--- src/rtl/ifetch.sv ---
// Instruction fetch stage: issues one imem request at a time, drops responses
// from paths older than the latest redirect, and buffers a response across a stall.
module ifetch #(
    parameter logic [31:0] RESET_PC = 32'h8000_0000,
    parameter logic [31:0] INST_NOP = 32'h0000_0013
) (
    input  logic        clk,
    input  logic        rst,
    input  logic        hold_flag_i,
    input  logic        jump_flag_i,
    input  logic [31:0] jump_addr_i,
    output logic        imem_req_o,
    output logic [31:0] imem_addr_o,
    input  logic        imem_gnt_i,
    input  logic        imem_rvalid_i,
    input  logic [31:0] imem_rdata_i,
    output logic [31:0] inst_o,
    output logic [31:0] inst_addr_o,
    output logic        inst_valid_o
);

    typedef enum logic [1:0] {
        S_REQ  = 2'd0,
        S_WAIT = 2'd1,
        S_HOLD = 2'd2
    } state_t;

    state_t      state, state_n;
    logic [31:0] pc, pc_n;
    logic        kill, kill_n;
    logic [31:0] buf_inst, buf_inst_n;
    logic [31:0] buf_addr, buf_addr_n;
    logic        deliver;
    logic [31:0] deliver_inst;
    logic [31:0] deliver_addr;

    always_ff @(posedge clk) begin
        if (!rst) begin
            state        <= S_REQ;
            pc           <= RESET_PC;
            kill         <= 1'b0;
            buf_inst     <= 32'h0;
            buf_addr     <= 32'h0;
            inst_o       <= INST_NOP;
            inst_addr_o  <= 32'h0;
            inst_valid_o <= 1'b0;
        end else begin
            state        <= state_n;
            pc           <= pc_n;
            kill         <= kill_n;
            buf_inst     <= buf_inst_n;
            buf_addr     <= buf_addr_n;
            inst_o       <= deliver ? deliver_inst : INST_NOP;
            inst_addr_o  <= deliver ? deliver_addr : 32'h0;
            inst_valid_o <= deliver;
        end
    end

    // kill marks the outstanding response as belonging to a superseded path
    always_comb begin
        state_n      = state;
        pc_n         = pc;
        kill_n       = kill;
        buf_inst_n   = buf_inst;
        buf_addr_n   = buf_addr;
        deliver      = 1'b0;
        deliver_inst = INST_NOP;
        deliver_addr = 32'h0;

        case (state)
            S_REQ: begin
                if (imem_gnt_i) begin
                    state_n = S_WAIT;
                    kill_n  = jump_flag_i;
                end
                if (jump_flag_i) begin
                    pc_n = jump_addr_i;
                end
            end
            S_WAIT: begin
                if (imem_rvalid_i) begin
                    if (kill || jump_flag_i) begin
                        kill_n  = 1'b0;
                        state_n = S_REQ;
                        if (jump_flag_i) begin
                            pc_n = jump_addr_i;
                        end
                    end else if (hold_flag_i) begin
                        buf_inst_n = imem_rdata_i;
                        buf_addr_n = pc;
                        state_n    = S_HOLD;
                    end else begin
                        deliver      = 1'b1;
                        deliver_inst = imem_rdata_i;
                        deliver_addr = pc;
                        pc_n         = pc + 32'd4;
                        state_n      = S_REQ;
                    end
                end else if (jump_flag_i) begin
                    kill_n = 1'b1;
                    pc_n   = jump_addr_i;
                end
            end
            S_HOLD: begin
                if (jump_flag_i) begin
                    pc_n    = jump_addr_i;
                    state_n = S_REQ;
                end else if (!hold_flag_i) begin
                    deliver      = 1'b1;
                    deliver_inst = buf_inst;
                    deliver_addr = buf_addr;
                    pc_n         = buf_addr + 32'd4;
                    state_n      = S_REQ;
                end
            end
            default: begin
                state_n = S_REQ;
            end
        endcase
    end

    assign imem_req_o  = (state == S_REQ);
    assign imem_addr_o = pc;

endmodule
--- config.mk ---
export PLATFORM = sky130hd
export DESIGN_NAME = ifetch
export DESIGN_NICKNAME = d
export VERILOG_FILES = /design/src/rtl/ifetch.sv
export SDC_FILE = /design/constraint.sdc
export NUM_CORES = 1
export LEC_CHECK = 0
export CAP_MARGIN = 10
export CORE_ASPECT_RATIO = 1.75
export CORE_MARGIN = 2
export CORE_UTILIZATION = 25
export DETAILED_ROUTE_END_ITERATION = 8
export DONT_BUFFER_PORTS = 1
export PLACE_DENSITY = 0.44
export SKIP_CTS_REPAIR_TIMING = 1
export SYNTH_ARGS = -nofsm -noshare
export SYNTH_HDL_FRONTEND = slang
export SYNTH_SLANG_ARGS = --single-unit
--- constraint.sdc ---
create_clock -name clk -period 2.8 [get_ports clk]
set_clock_uncertainty 0.1 [all_clocks]
set_input_delay 0.28 -clock clk [delete_from_list [all_inputs] [get_ports clk]]
set_output_delay 0.28 -clock clk [all_outputs]
set_load 0.01 [all_outputs]
# After elaboration in Yosys (flattened, before gate mapping)
# Cells that the tools add are included.
# totals
out_inout_bits	98
regBits	164
# op_classes
addsub	2
bitwise	1
n_reduce_logical	9
muxes	36
n_eq_ne	8
# ops
operator	count
2-to-1 mux 32 bit	16
case mux 32 bit (2 select lines)	2
case mux 32 bit (3 select lines)	1
adder 32 x 3 -> 32 bit, second input constant	2
2-to-1 mux 2 bit	6
!= test 3 bit, second input constant	3
2-to-1 mux 1 bit	8
AND reduction 4 bit	2
case mux 2 bit (3 select lines)	1
AND reduction 3 bit	2
!= test 4 bit, second input constant	1
case mux 1 bit (2 select lines)	2
nonzero test 3 bit	1
== test 2 x 1 -> 1 bit, second input constant	1
== test 2 bit, second input constant	1
zero test 2 bit	1
!= test 2 x 1 -> 1 bit, second input constant	1
!= test 2 bit, second input constant	1
AND reduction 2 bit	1
nonzero test 2 bit	1
logical OR 1 bit	1
NOT 1 bit	1

# Depth between registers and ports, before layout
# depth
word_depth	5
depth_mapped	10

# Worst setup path after synthesis
# OpenSTA, ideal clock, no wires.
# synth_timing
path_type	reg2reg
from	register state[1]
to	register pc[29], in the netlist imem_addr_o[29]
t_arrival_ns	1.972
stages_incl_launch_ff	11
required_time_ns	2.584
slack_ns	0.612
setup_time_ns	0.116
path_cell_list	dfxtp_1 inv_1 ha_1 and4bb_1 buf_6 and2_4 or3_4 buf_6 a221oi_2 o221ai_1 o211a_1
# synth_via
elab_chain_cells	3
elab_cells_between_ends	8
classes_between	eq/ne: 4; mux: 1; reduce/logical: 3
# synth_rtl
element	line_no	source
from (decl)	28	state_t state, state_n;
from (signal assigned)	48	state <= state_n;
== test 2 x 1 -> 1 bit, or another cell as far along	70	case (state)
!= test 4 bit (no line), or another cell as far along	--	
AND reduction 3 bit (no line)	--	
to (signal assigned)	49	pc <= pc_n;
to (decl)	29	logic [31:0] pc, pc_n;
# Several ways; a longest one is shown, not always the timed one.
# A chain may end at the register's enable or synchronous reset.

# Worst setup path after layout
# layout_timing
from	register state[0]
to	register pc[11], in the netlist imem_addr_o[11]
# The elaborated chain is that of the path after synthesis.

==> flow_summary.toml <==
[global_route]
grt_pass1_vias = 7516
grt_max_degree = 65
grt_usage_pct = 18.8
overflow = 0
grt_pass1_wl_mm = 48.0
antenna_found_initial = 2

[die]
core_um2 = 31600
dieArea_um2 = 33700
ios = 168
die_y_um = 241
die_w_um = 140
start_util_pct = 25.4
fp-row-count = 86

[synth]
synth_cells = 1029
muxShareOfSynthArea_pct = 1.03
synth_area_um2 = 8050
ys_seq_elements = 164
syn_nets = 1105
synth-compound-area-share_pct = 23.3
synth_ff_type = "dfxtp_1"
synth-xor-area-share_pct = 4.25
synth.yosys.seq_area_share_pct = 40.8
synth-adder-area-share_pct = 0.933
synthSimpleGateAreaFrac_pct = 23.9
synthArstFlopShare_pct = 0
synth.avg_cell_area_um2 = 7.82
synth_top_family_by_area = "simple AND/OR/NAND/NOR gates"
synth_edf_count = 0
yosysWarningCount = 0
yosysUniqueCellTypes = 66

[finish]
fin_nets = 1144
nFillCells = 3449
area_growth_pct = 21.5
drive_above_1_share_pct = 10.6
postLayoutCoreUtil_pct = 30.9

[pwr]
power_density_nw_per_um2 = 584
cellLeakagePower_nw = 3.21
p_total_w = 0.00571
ir_worst_vdd_mv = 0.456

[detailed_routing]
initialDrtViolationCount = 521
drtAntennaViolNets = 0
first_pass_iters = 5
drt_wl_total_mm = 33.0
drc_errors = 0
vias_per_cell = 5.38
wire_per_inst_um = 22.3
via_count = 7960

[timing]
setup_tns_ns = 0
hold_viol = 5
setup_viol = 0
fmaxAchievable_ghz = 0.405
rsz0062_at_grt = "no"
slew-limit-headroom_pct = 27.2
drv_slew = 0
holdWs_ns = -0.0284
min_period_over_period_pct = 88.2
tightestPinTransition_ns = 1.09
period_needed_ns = 2.47

[critical_path]
worstSetupStartpointType = "flop"
regToRegSetupSlack_ns = 0.33
r2r_start = "state[0]"
arrival_ns = 2.67
critical_path_required_ns = 3.00
r2r_cells = 7
cp_max_fo = 11
rr_endpoint = "imem_addr_o[11]"
timing_worst_setup_path_type = "reg2reg"
endpoint_kind = "flop"

[placement]
place.gp.congestion = 0.890
io_buffers = 0
dp_hpwl_mm = 23.0

[clocking]
cts_tree = "yes"
cts_root_buf = "clkbuf_16"
htreeDepth = 4
clk_pin_slew_ns = 0.07
cts_buffer_depth = 2
clkLatencyLatePin_ns = 0.45
cts_sinks = 164
numCtsBuffers = 17

[outcome]
status = "complete, but fails checks"
violations = "hold timing"

[min_path]
hold_path_class = "in2reg"
hold_path_depth = 2
min_to = "imem_addr_o[21]"
holdCritStartpoint = "jump_addr_i[21]"

[run]
cap_violations = 0
-- cell type report --
class | instances | area (um^2) | area share, %
antenna | 3 | 7.51 | 0.0768
clock buffer | 18 | 429 | 4.39
multi-input combinational | 752 | 4320 | 44.2
tap | 396 | 495 | 5.07
timing repair buffer | 113 | 1020 | 10.4
inverter | 20 | 75.1 | 0.768
clock inverter | 14 | 149 | 1.52
sequential | 164 | 3280 | 33.6
-- routing by layer --
metal  vias to the layer above  track usage [%]  share of wire (%)
met4                         0             11.6                5.7
met3                        79             5.10                5.8
met2                       281             34.7                 53
li1                       3747                -                  -
met1                      3853             18.8                 35
met5                         -                0                  0
-- per-stage QoR --
step,worst slack (ns),area [um^2],instances
finish,0.332,9780,1480
global route,0.136,9780,1480
CTS,0.371,9290,1429
detailed placement,0.381,8710,1397
global placement,0.479,8710,1397
floorplan,0.612,8050,1029
-- state kept, by name, summed over array words and instances (netlist names) --
register and count:
inst_addr_o 32, inst_valid_o 1, state 2, buf_inst 32, kill 1, inst_o 32
imem_addr_o 32, buf_addr 32
-- cell usage after synthesis (18+ instances only) --
master,number,area share [%]
nor3_1,21,1.3
nor2_1,88,4.1
inv_1,18,0.84
a22oi_1,70,6.5
dfxtp_1,164,41
a21oi_1,93,5.8
nand3_1,27,1.7
o21ai_0,31,1.9
nand2_1,193,9.0
xnor2_1,24,2.6
clkbuf_1,67,3.1
nand4_1,18,1.4
-- power by group --
group          internal [W]  total, W  switching [W]  leakage (nW)
logic              0.000311  0.000814       0.000503          1.59
registers           0.00240   0.00250       0.000100          1.33
clock network       0.00132   0.00240        0.00107         0.291
-- kinds of logic after synthesis --
group	after synthesis
multiplexers	8
XOR/XNOR	39
adder cells (fa/ha/maj)	6
flip-flops	164
buffers and inverters	113
AND/OR/NAND/NOR	416
AO/OA/AOI/OAI	283
-- how the worst max path moves through the flow --
| stage | slack (ns) | to | start | cells after the start |
|---|---|---|---|---|
| 3_5_place_dp | 0.38 | imem_addr_o[11] | state[0] | 7 |
| 6_report | 0.33 | imem_addr_o[11] | state[0] | 7 |
| 3_3_place_gp | 0.48 | imem_addr_o[31] | buf_addr[14] | 7 |
| 4_1_cts | 0.37 | imem_addr_o[11] | state[0] | 7 |
| 5_1_grt | 0.14 | imem_addr_o[11] | state[0] | 7 |
| 2_1_floorplan | 0.61 | imem_addr_o[29] | state[1] | 10 |
-- layout by cell type (no fill, tap or decap), types with 6 or more instances in the layout --
master         instances
nand2_1              192
dfxtp_1              164
a21oi_1               93
nor2_1                86
a22oi_1               70
buf_4                 61
dlygate4sd3_1         48
o21ai_0               31
nand3_1               27
xnor2_1               24
nor3_1                21
inv_1                 18
nand4_1               18
clkbuf_16             17
xor2_1                15
and4_1                12
o221ai_1              12
nor4_1                11
a31oi_1               10
a221oi_1              10
o22ai_1                9
nand2b_1               8
and3_1                 8
o31ai_1                6
mux2i_1                6
ha_1                   6
-- worst max-delay path: stages, from the launching register on --
cell      delay [ns]
dfxtp_1         0.39
inv_1           0.08
ha_1            0.34
and3b_1         0.30
a211oi_2        0.35
nand2b_1        0.33
a22oi_1         0.31
o22ai_1         0.12
Power figures use the tool's default switching activity.
